File: config.mk
export PLATFORM = sky130hd
export DESIGN_NAME = rx_word_aligner
export DESIGN_NICKNAME = d
export VERILOG_FILES = /design/src/rtl/rx_pkg.sv /design/src/rtl/rx_word_aligner.sv
export SDC_FILE = /design/constraint.sdc
export NUM_CORES = 1
export LEC_CHECK = 0
export BUFFER_PORTS_ARGS = -buffer_cell sky130_fd_sc_hd__buf_2
export CORE_MARGIN = 2
export CORE_UTILIZATION = 56
export DETAILED_ROUTE_END_ITERATION = 10
export PLACE_DENSITY = 0.81
export SYNTH_ARGS = -nofsm -noshare
export SYNTH_HDL_FRONTEND = slang
export SYNTH_SLANG_ARGS = --single-unit
File: constraint.sdc
create_clock -name BitCLK -period 2.3 [get_ports BitCLK]
set_input_delay 0.46 -clock BitCLK [delete_from_list [all_inputs] [get_ports BitCLK]]
set_output_delay 0.46 -clock BitCLK [all_outputs]
set_load 0.03 [all_outputs]
File: src/rtl/rx_pkg.sv
// ---------------------------------------------------------------------------
// rx_pkg
// Shared definitions for the receive path: symbol width, word-aligner state
// encoding and default lock/unlock thresholds.
// Revision: 1.0
// ---------------------------------------------------------------------------
`default_nettype none

package rx_pkg;

  // Width of one line-coded symbol
  localparam int WORD_W = 10;

  // Width of the bit-within-symbol counter (0..WORD_W-1)
  localparam int BITCNT_W = 4;

  // Default thresholds for the word-alignment state machine
  localparam int LOCK_COUNT_DEF   = 3;
  localparam int UNLOCK_COUNT_DEF = 4;

  // Word-alignment state machine encoding
  typedef enum logic [1:0] {
    ST_HUNT   = 2'd0,
    ST_SYNC   = 2'd1,
    ST_LOCKED = 2'd2
  } align_state_e;

endpackage : rx_pkg

`default_nettype wire

File: src/rtl/rx_word_aligner.sv
// ---------------------------------------------------------------------------
// rx_word_aligner
// Frames a recovered serial bit stream into 10-bit symbols. Comma strobes
// from the upstream detector set the symbol phase; a HUNT/SYNC/LOCKED state
// machine qualifies the alignment and guards it against isolated bit errors.
// Revision: 1.0
// ---------------------------------------------------------------------------
`default_nettype none

module rx_word_aligner
  import rx_pkg::*;
#(
  parameter int COMMA_PHASE  = 6,
  parameter int LOCK_COUNT   = LOCK_COUNT_DEF,
  parameter int UNLOCK_COUNT = UNLOCK_COUNT_DEF
) (
  input  logic              BitCLK,
  input  logic              Reset,
  input  logic              Serial,
  input  logic              Comma,
  output logic [WORD_W-1:0] Data,
  output logic              DataValid,
  output logic              Locked,
  output logic              Realign
);

  // Counter value at which a comma is expected when the phase is correct:
  // one edge before the counter would have been reloaded with COMMA_PHASE.
  localparam logic [BITCNT_W-1:0] C_IN_PHASE = BITCNT_W'((COMMA_PHASE + WORD_W - 1) % WORD_W);
  localparam logic [BITCNT_W-1:0] C_PHASE    = BITCNT_W'(COMMA_PHASE);
  localparam logic [BITCNT_W-1:0] C_LAST_BIT = BITCNT_W'(WORD_W - 1);

  localparam int MATCH_W = $clog2(LOCK_COUNT + 1);
  localparam int MISS_W  = $clog2(UNLOCK_COUNT + 1);
  localparam logic [MATCH_W-1:0] C_MATCH_SAT = MATCH_W'(LOCK_COUNT);
  localparam logic [MISS_W-1:0]  C_MISS_SAT  = MISS_W'(UNLOCK_COUNT);
  localparam logic [MATCH_W-1:0] C_MATCH_ONE = MATCH_W'(1);
  localparam logic [MISS_W-1:0]  C_MISS_ONE  = MISS_W'(1);

  align_state_e         state_q, state_d;
  logic [BITCNT_W-1:0]  bitcnt_q, bitcnt_d;
  logic [WORD_W-1:0]    shreg_q, shreg_d;
  logic [MATCH_W-1:0]   match_q, match_d;
  logic [MISS_W-1:0]    miss_q, miss_d;

  logic [WORD_W-1:0]    data_q, data_d;
  logic                 valid_q, valid_d;
  logic                 locked_q, locked_d;
  logic                 realign_q, realign_d;

  logic                 comma_in_phase;
  logic                 comma_out_phase;
  logic                 word_boundary;

  assign comma_in_phase  = Comma && (bitcnt_q == C_IN_PHASE);
  assign comma_out_phase = Comma && (bitcnt_q != C_IN_PHASE);
  // A symbol completes on the edge where the counter sits at its last bit,
  // but only once a comma has given us a phase to trust.
  assign word_boundary   = (bitcnt_q == C_LAST_BIT) &&
                           ((state_q == ST_SYNC) || (state_q == ST_LOCKED));

  // State register plus alignment datapath registers
  always_ff @(posedge BitCLK or negedge Reset) begin
    if (!Reset) begin
      state_q  <= ST_HUNT;
      bitcnt_q <= '0;
      shreg_q  <= '0;
      match_q  <= '0;
      miss_q   <= '0;
    end else begin
      state_q  <= state_d;
      bitcnt_q <= bitcnt_d;
      shreg_q  <= shreg_d;
      match_q  <= match_d;
      miss_q   <= miss_d;
    end
  end

  // Next-state logic: state transitions, qualification counts, bit counter
  always_comb begin
    state_d   = state_q;
    match_d   = match_q;
    miss_d    = miss_q;
    realign_d = 1'b0;
    shreg_d   = {shreg_q[WORD_W-2:0], Serial};
    bitcnt_d  = (bitcnt_q == C_LAST_BIT) ? '0 : bitcnt_q + 1'b1;

    unique case (state_q)
      ST_HUNT: begin
        if (Comma) begin
          realign_d = 1'b1;
          match_d   = C_MATCH_ONE;
          miss_d    = '0;
          state_d   = ST_SYNC;
        end
      end

      ST_SYNC: begin
        if (comma_in_phase) begin
          if (match_q != C_MATCH_SAT) begin
            match_d = match_q + 1'b1;
          end
          if ((match_q + 1'b1) >= C_MATCH_SAT) begin
            state_d = ST_LOCKED;
            miss_d  = '0;
          end
        end else if (comma_out_phase) begin
          realign_d = 1'b1;
          match_d   = C_MATCH_ONE;
        end
      end

      ST_LOCKED: begin
        // Once locked the phase is never moved; bad commas only count.
        if (comma_in_phase) begin
          miss_d = '0;
        end else if (comma_out_phase) begin
          if (miss_q != C_MISS_SAT) begin
            miss_d = miss_q + 1'b1;
          end
          if ((miss_q + 1'b1) >= C_MISS_SAT) begin
            state_d = ST_HUNT;
            match_d = '0;
            miss_d  = '0;
          end
        end
      end

      default: begin
        state_d = ST_HUNT;
        match_d = '0;
        miss_d  = '0;
      end
    endcase

    // A realign wins over the normal wrap, even on a word boundary.
    if (realign_d) begin
      bitcnt_d = C_PHASE;
    end
  end

  // Output logic: next values of the registered outputs
  always_comb begin
    data_d   = data_q;
    valid_d  = 1'b0;
    if (word_boundary) begin
      data_d  = {shreg_q[WORD_W-2:0], Serial};
      valid_d = 1'b1;
    end
    locked_d = (state_d == ST_LOCKED);
  end

  // Output registers
  always_ff @(posedge BitCLK or negedge Reset) begin
    if (!Reset) begin
      data_q    <= '0;
      valid_q   <= 1'b0;
      locked_q  <= 1'b0;
      realign_q <= 1'b0;
    end else begin
      data_q    <= data_d;
      valid_q   <= valid_d;
      locked_q  <= locked_d;
      realign_q <= realign_d;
    end
  end

  assign Data      = data_q;
  assign DataValid = valid_q;
  assign Locked    = locked_q;
  assign Realign   = realign_q;

endmodule : rx_word_aligner

`default_nettype wire

After elaboration in Yosys (flattened, before gate mapping)

Index checks and enable logic that the tools add are counted.

Reduce and logical (&&, ||, !) cells: 7
Add/sub/neg operators: 3
Shifts and indexed selects: 0
Div/mod/pow operators: 0
Multiply operators: 0
Bitwise operators: 0
Equal/unequal tests: 18
Order comparisons: 2
Multiplexer cells: 30

Operators with widths:

| kind                                                                     | count |
|---|---|
| 2-bit two-way mux                                                        | 13 |
| 3-bit two-way mux                                                        | 7 |
| 2-bit case mux with 3 select lines                                       | 2 |
| 2-bit inequality test (second input constant)                            | 5 |
| 3-bit inequality test (second input constant)                            | 3 |
| 3-bit case mux with 3 select lines                                       | 1 |
| 4-bit two-way mux                                                        | 2 |
| 6-bit AND reduction                                                      | 1 |
| 5-bit AND reduction                                                      | 1 |
| 4-bit by 1-bit adder with 4-bit output (second input constant)           | 1 |
| 2-bit == test (second input constant)                                    | 2 |
| 4-bit by 3-bit == test with 1-bit output (second input constant)         | 1 |
| 4-bit == test (second input constant)                                    | 1 |
| 1-bit two-way mux                                                        | 4 |
| 2-bit by 1-bit inequality test with 1-bit output (second input constant) | 2 |
| 4-bit by 2-bit inequality test with 1-bit output (second input constant) | 1 |
| 4-bit by 3-bit inequality test with 1-bit output (second input constant) | 1 |
| 3-bit by 1-bit adder with 3-bit output (second input constant)           | 1 |
| 3-bit >= comparator (second input constant)                              | 1 |
| 1-bit logical AND                                                        | 3 |
| 3-bit by 2-bit inequality test with 1-bit output (second input constant) | 1 |
| 2-bit by 1-bit adder with 2-bit output (second input constant)           | 1 |
| 2-bit by 1-bit == test with 1-bit output (second input constant)         | 1 |
| 2-bit >= comparator (second input constant)                              | 1 |
| other kinds (3)                                                          | 3 |

Output and inout port bits: 13
Memory bits (writable): 0
Bits in registers: 33
Bits in read-only memories: 0
Memories: 0
Latch bits: 0
Input port bits: 4

Depth between registers and ports, before layout

Word-level depth: 7
Mapped depth: 7

Worst setup path before layout

Ideal clock, no wire load.

Kind: reg2reg
Start point: reg state_q[0]
End point: reg miss_q[0]
Data arrival time: 1.521 ns
Cell stages (with the launch flop): 8
Library setup time: 0.079 ns
Path slack: 0.699 ns
Required time: 2.221 ns
Cells stage by stage: dfrtp_1 > inv_1 > ha_1 > clkbuf_1 > nor2_1 > nor2_1 > o31ai_2 > mux2i_1

Longest elaborated chain between the ends: 3

RTL lines:

| what                                                                               | line                  | source |
|---|---|---|
| start: declaration                                                                 | rx_word_aligner.sv:40 | `align_state_e state_q, state_d;` |
| start signal: assignment                                                           | rx_word_aligner.sv:71 | `state_q <= state_d;` |
| 2-bit == test (tied with other cells)                                              | rx_word_aligner.sv:88 | `unique case (state_q)` |
| 4-bit by 2-bit inequality test with 1-bit output (no line) (tied with other cells) | -                     |  |
| 5-bit AND reduction (no line)                                                      | -                     |  |
| end signal: assignment                                                             | rx_word_aligner.sv:75 | `miss_q <= miss_d;` |
| end: declaration                                                                   | rx_word_aligner.sv:44 | `logic [MISS_W-1:0] miss_q, miss_d;` |

Several ways; a longest one is shown, not always the timed one.
A chain may end at the register's enable or synchronous reset.

Final worst setup path

Start point: reg state_q[0]
End point: reg data_q[8], in the netlist Data[8]

Longest elaborated chain between the ends: 3

RTL lines:

| what                                                                             | line                   | source |
|---|---|---|
| 2-bit by 1-bit == test with 1-bit output / 2-bit == test (equally long branches) | rx_word_aligner.sv:60  | `((state_q == ST_SYNC) \|\| (state_q == ST_LOCKED));` |
| 1-bit logical OR *                                                               | rx_word_aligner.sv:60  |  |
| 1-bit logical AND *                                                              | rx_word_aligner.sv:59  | `assign word_boundary = (bitcnt_q == C_LAST_BIT) &&` |
| end signal: assignment                                                           | rx_word_aligner.sv:161 | `data_q <= data_d;` |
| end: declaration                                                                 | rx_word_aligner.sv:46  | `logic [WORD_W-1:0] data_q, data_d;` |

Mark *: on every way between the ends. The rest lies on a longest branch, timed or not.

==> impl_metrics.toml <==
[synth]
ys_async_sr_fraction = 1.00
synth.yosys.seq_area_share = 0.567
synth_area_mm2 = 0.00146
synth_edf_count = 0
netlist.top_cell.by_area = "sky130_fd_sc_hd__dfrtp_1"
postSynth.topFlopCell = "sky130_fd_sc_hd__dfrtp_1"
synth.yosys.warnings = 0
synth_cell_types = 35
synth_area_per_cell_um2 = 12.3
synth.net_count = 130
ys_top_cells_by_area = "sky130_fd_sc_hd__dfrtp_1 57%, sky130_fd_sc_hd__mux2_2 7.7%, sky130_fd_sc_hd__ha_1 6.9%"
ys_seq_elements = 33
post_synth_inst_count = 118
synth_top_area_frac = 0.567

[power]
cellPowerDensity_mw_per_mm2 = 1190
p_leak_nw = 0.818
power_frac_clock = 0.225
vdd_ir_drop_max_v = 0.000832
internal-power_mw = 1.24
pwr-share-comb = 0.348
switching_power_as_a_share_of_total_power = 0.359
power.share.sequential = 0.427
post-layout-total-power_mw = 1.94
power.switching_mw = 0.697

[routing]
detailedRoute.firstIterationViolations = 11
met2_wl_um = 1160
viasPerCell = 5.80
met3WireLength_um = 130
via_count = 968
top_routing_layer_used = "met4"
drc = 0
route.final.wire_length_um = 2380
postRouteAntennaNets = 0
routed_wire_length_per_instance_um = 14.2
drt_first_pass_iters = 4
met1_length_um = 1050

[floorplan]
die-area_mm2 = 0.00302
initial_utilization = 0.588
floorplan.core_area_mm2 = 0.00248
pin_count = 17
row_count = 18
dieHeight_um = 55.0
die-width_um = 55.0

[global_route]
grt_antenna_before_repair = 0
vias_in_the_first_global_route = 907
grt_use_total = 0.189
largest_net_degree_at_the_start_of_global_routing = 34
grt_pass1_wl_um = 3860
grt_remaining_overflow = 0

[cells_and_area]
layout-area-overhead-vs-synth_pct = 12.3
antenna-diode-count = 0
layout.filler_cells = 188
finalNetCount = 148
final_util = 0.660
final_layout_size_suffix_gt1_frac = 0.270

[sta]
tightest_slew_ps = 689
slew_headroom = 0.541
timing.final.setup_violations = 0
min_period_over_period = 0.823
clock-skew-final_ps = 6.05
final_max_slew_viol_count = 0
period_minus_slack_ps = 1890
grt_setup_unrepaired = "no"
setup_tns_ps = 0
hold_violations = 0
timing.fmax_mhz = 528

[worst_hold_path]
worstHoldPathType = "primary input to async pin"

[worst_setup_path]
end_kind = "register"
worst-endpoint-required_ps = 2510
critical_path_data_arrival_time_ps = 2100
cp-start-kind = "register"
critical_path.max_fanout = 11
critical_path.reg2reg.startpoint = "state_q[0]"
timing.reg2reg.setup_slack_ps = 410
worst_path_class_setup = "register to register"
worst_r2r_endpoint = "Data[8]"
worst_r2r_path_depth = 4

[placed_design]
dpl_wire_length_um = 1680
port-buffer-count = 16
place_congestion = 0.875

[clock_tree]
clk_path_buf_depth = 2
cts_num_sinks = 33
ctsResizeCount = 0
post-cts-setup-buffers = 0
cts_tree = "built"
cts_made_buffers = 5
clk_pin_slew_worst_paths_ps = 90
cts-hold-fix-buffers = 0
clkLatencyLatePin_ps = 330
root_buffer = "sky130_fd_sc_hd__clkbuf_4"
cts_max_level = 2

[outcome]
outcome = "finished, final reports clean"

[run]
max_cap_violations = 0
## per-stage QoR
stage                     hold slack (ps)  setup WS [ps]  instances  area [um^2]
after global placement                352            535        159         1550
after detailed placement              358            395        159         1550
after CTS                             188            362        167         1640
final                                 168            408        167         1640
after floorplan                       164            699        118         1460
after global routing                  231            274        167         1640
## Yosys cell counts (all sizes together), types with 3 or more instances
| library cell | n |
|---|---|
| dfrtp | 33 |
| mux2 | 10 |
| inv | 9 |
| ha | 8 |
| nand4 | 6 |
| nor2 | 6 |
| o21ai | 5 |
| nand2 | 4 |
| nor2b | 4 |
| a21oi | 3 |
| clkbuf | 3 |
## how the worst max path moves through the flow
| stage | from | to | slack, ps | cells past startpoint |
|---|---|---|---|---|
| 2_1_floorplan | state_q[0] | miss_q[0] | 700 | 7 |
| 3_3_place_gp | state_q[0] | Data[0] | 530 | 4 |
| 3_5_place_dp | state_q[0] | Data[8] | 390 | 4 |
| 4_1_cts | state_q[0] | Data[8] | 360 | 4 |
| 5_1_grt | state_q[0] | Data[8] | 270 | 4 |
| 6_report | state_q[0] | Data[8] | 410 | 4 |
## logic make-up (layout without fill, tap and decap cells)
kind of cell             Yosys count  in the layout  share of synthesized area
AO/OA/AOI/OAI                     20             20                      0.102
buffers and inverters             14             33                     0.0395
adder cells (fa/ha/maj)            8              8                     0.0687
flip-flops                        33             33                      0.567
multiplexers                      12             12                     0.0911
XOR/XNOR                           3              3                     0.0180
AND/OR/NAND/NOR                   28             28                      0.113
## layout by cell type, fill, tap and decap left out, drive strengths merged, types with 2 or more instances in the layout
cell type  count
o21ai          5
nor2b          4
nand4          6
dfrtp         33
a311oi         2
mux2i          2
a21oi          3
nor2           6
xnor2          2
nand2          4
ha             8
a31oi          2
mux2          10
inv            9
clkbuf         7
buf           16
o31ai          2
## final cells by class
type                       count  area [um^2]  area share
multi-input combinational     71          573       0.350
clock buffer                   7         55.1      0.0337
sequential                    33          826       0.505
timing repair buffer          16         80.1      0.0490
tap                           30         37.5      0.0230
clock inverter                 1         30.0      0.0184
inverter                       9         33.8      0.0207
## state kept, by name, indices dropped and copies added, names as in the netlist
| signal | count |
|---|---|
| bitcnt_q | 4 |
| shreg_q | 9 |
| state_q | 2 |
| Data | 10 |
| DataValid | 1 |
| miss_q | 3 |
| Realign | 1 |
| Locked | 1 |
| match_q | 2 |
## power groups by stage
| stage | clock network [mW] | logic, mW | registers, mW |
|---|---|---|---|
| 2_1_floorplan | 0 | 0.369 | 0.974 |
| 3_3_place_gp | 0 | 0.655 | 0.830 |
| 3_5_place_dp | 0 | 0.677 | 0.839 |
| 4_1_cts | 0.451 | 0.679 | 0.829 |
| 5_1_grt | 0.476 | 0.746 | 0.856 |
| 6_report | 0.438 | 0.676 | 0.829 |
## worst max-delay path: stages, from the launching register on
cell                       delay, ps
sky130_fd_sc_hd__dfrtp_1         450
sky130_fd_sc_hd__inv_1           110
sky130_fd_sc_hd__ha_1            280
sky130_fd_sc_hd__nand4b_1        460
sky130_fd_sc_hd__mux2_2          470
## routing by layer
layer	vias to the layer above	GRT usage
li1	453	-
met2	37	0.302
met3	9	0.0645
met1	469	0.229
met5	-	0
met4	0	0.0935
No activity file was read; power rests on OpenSTA's default activity.
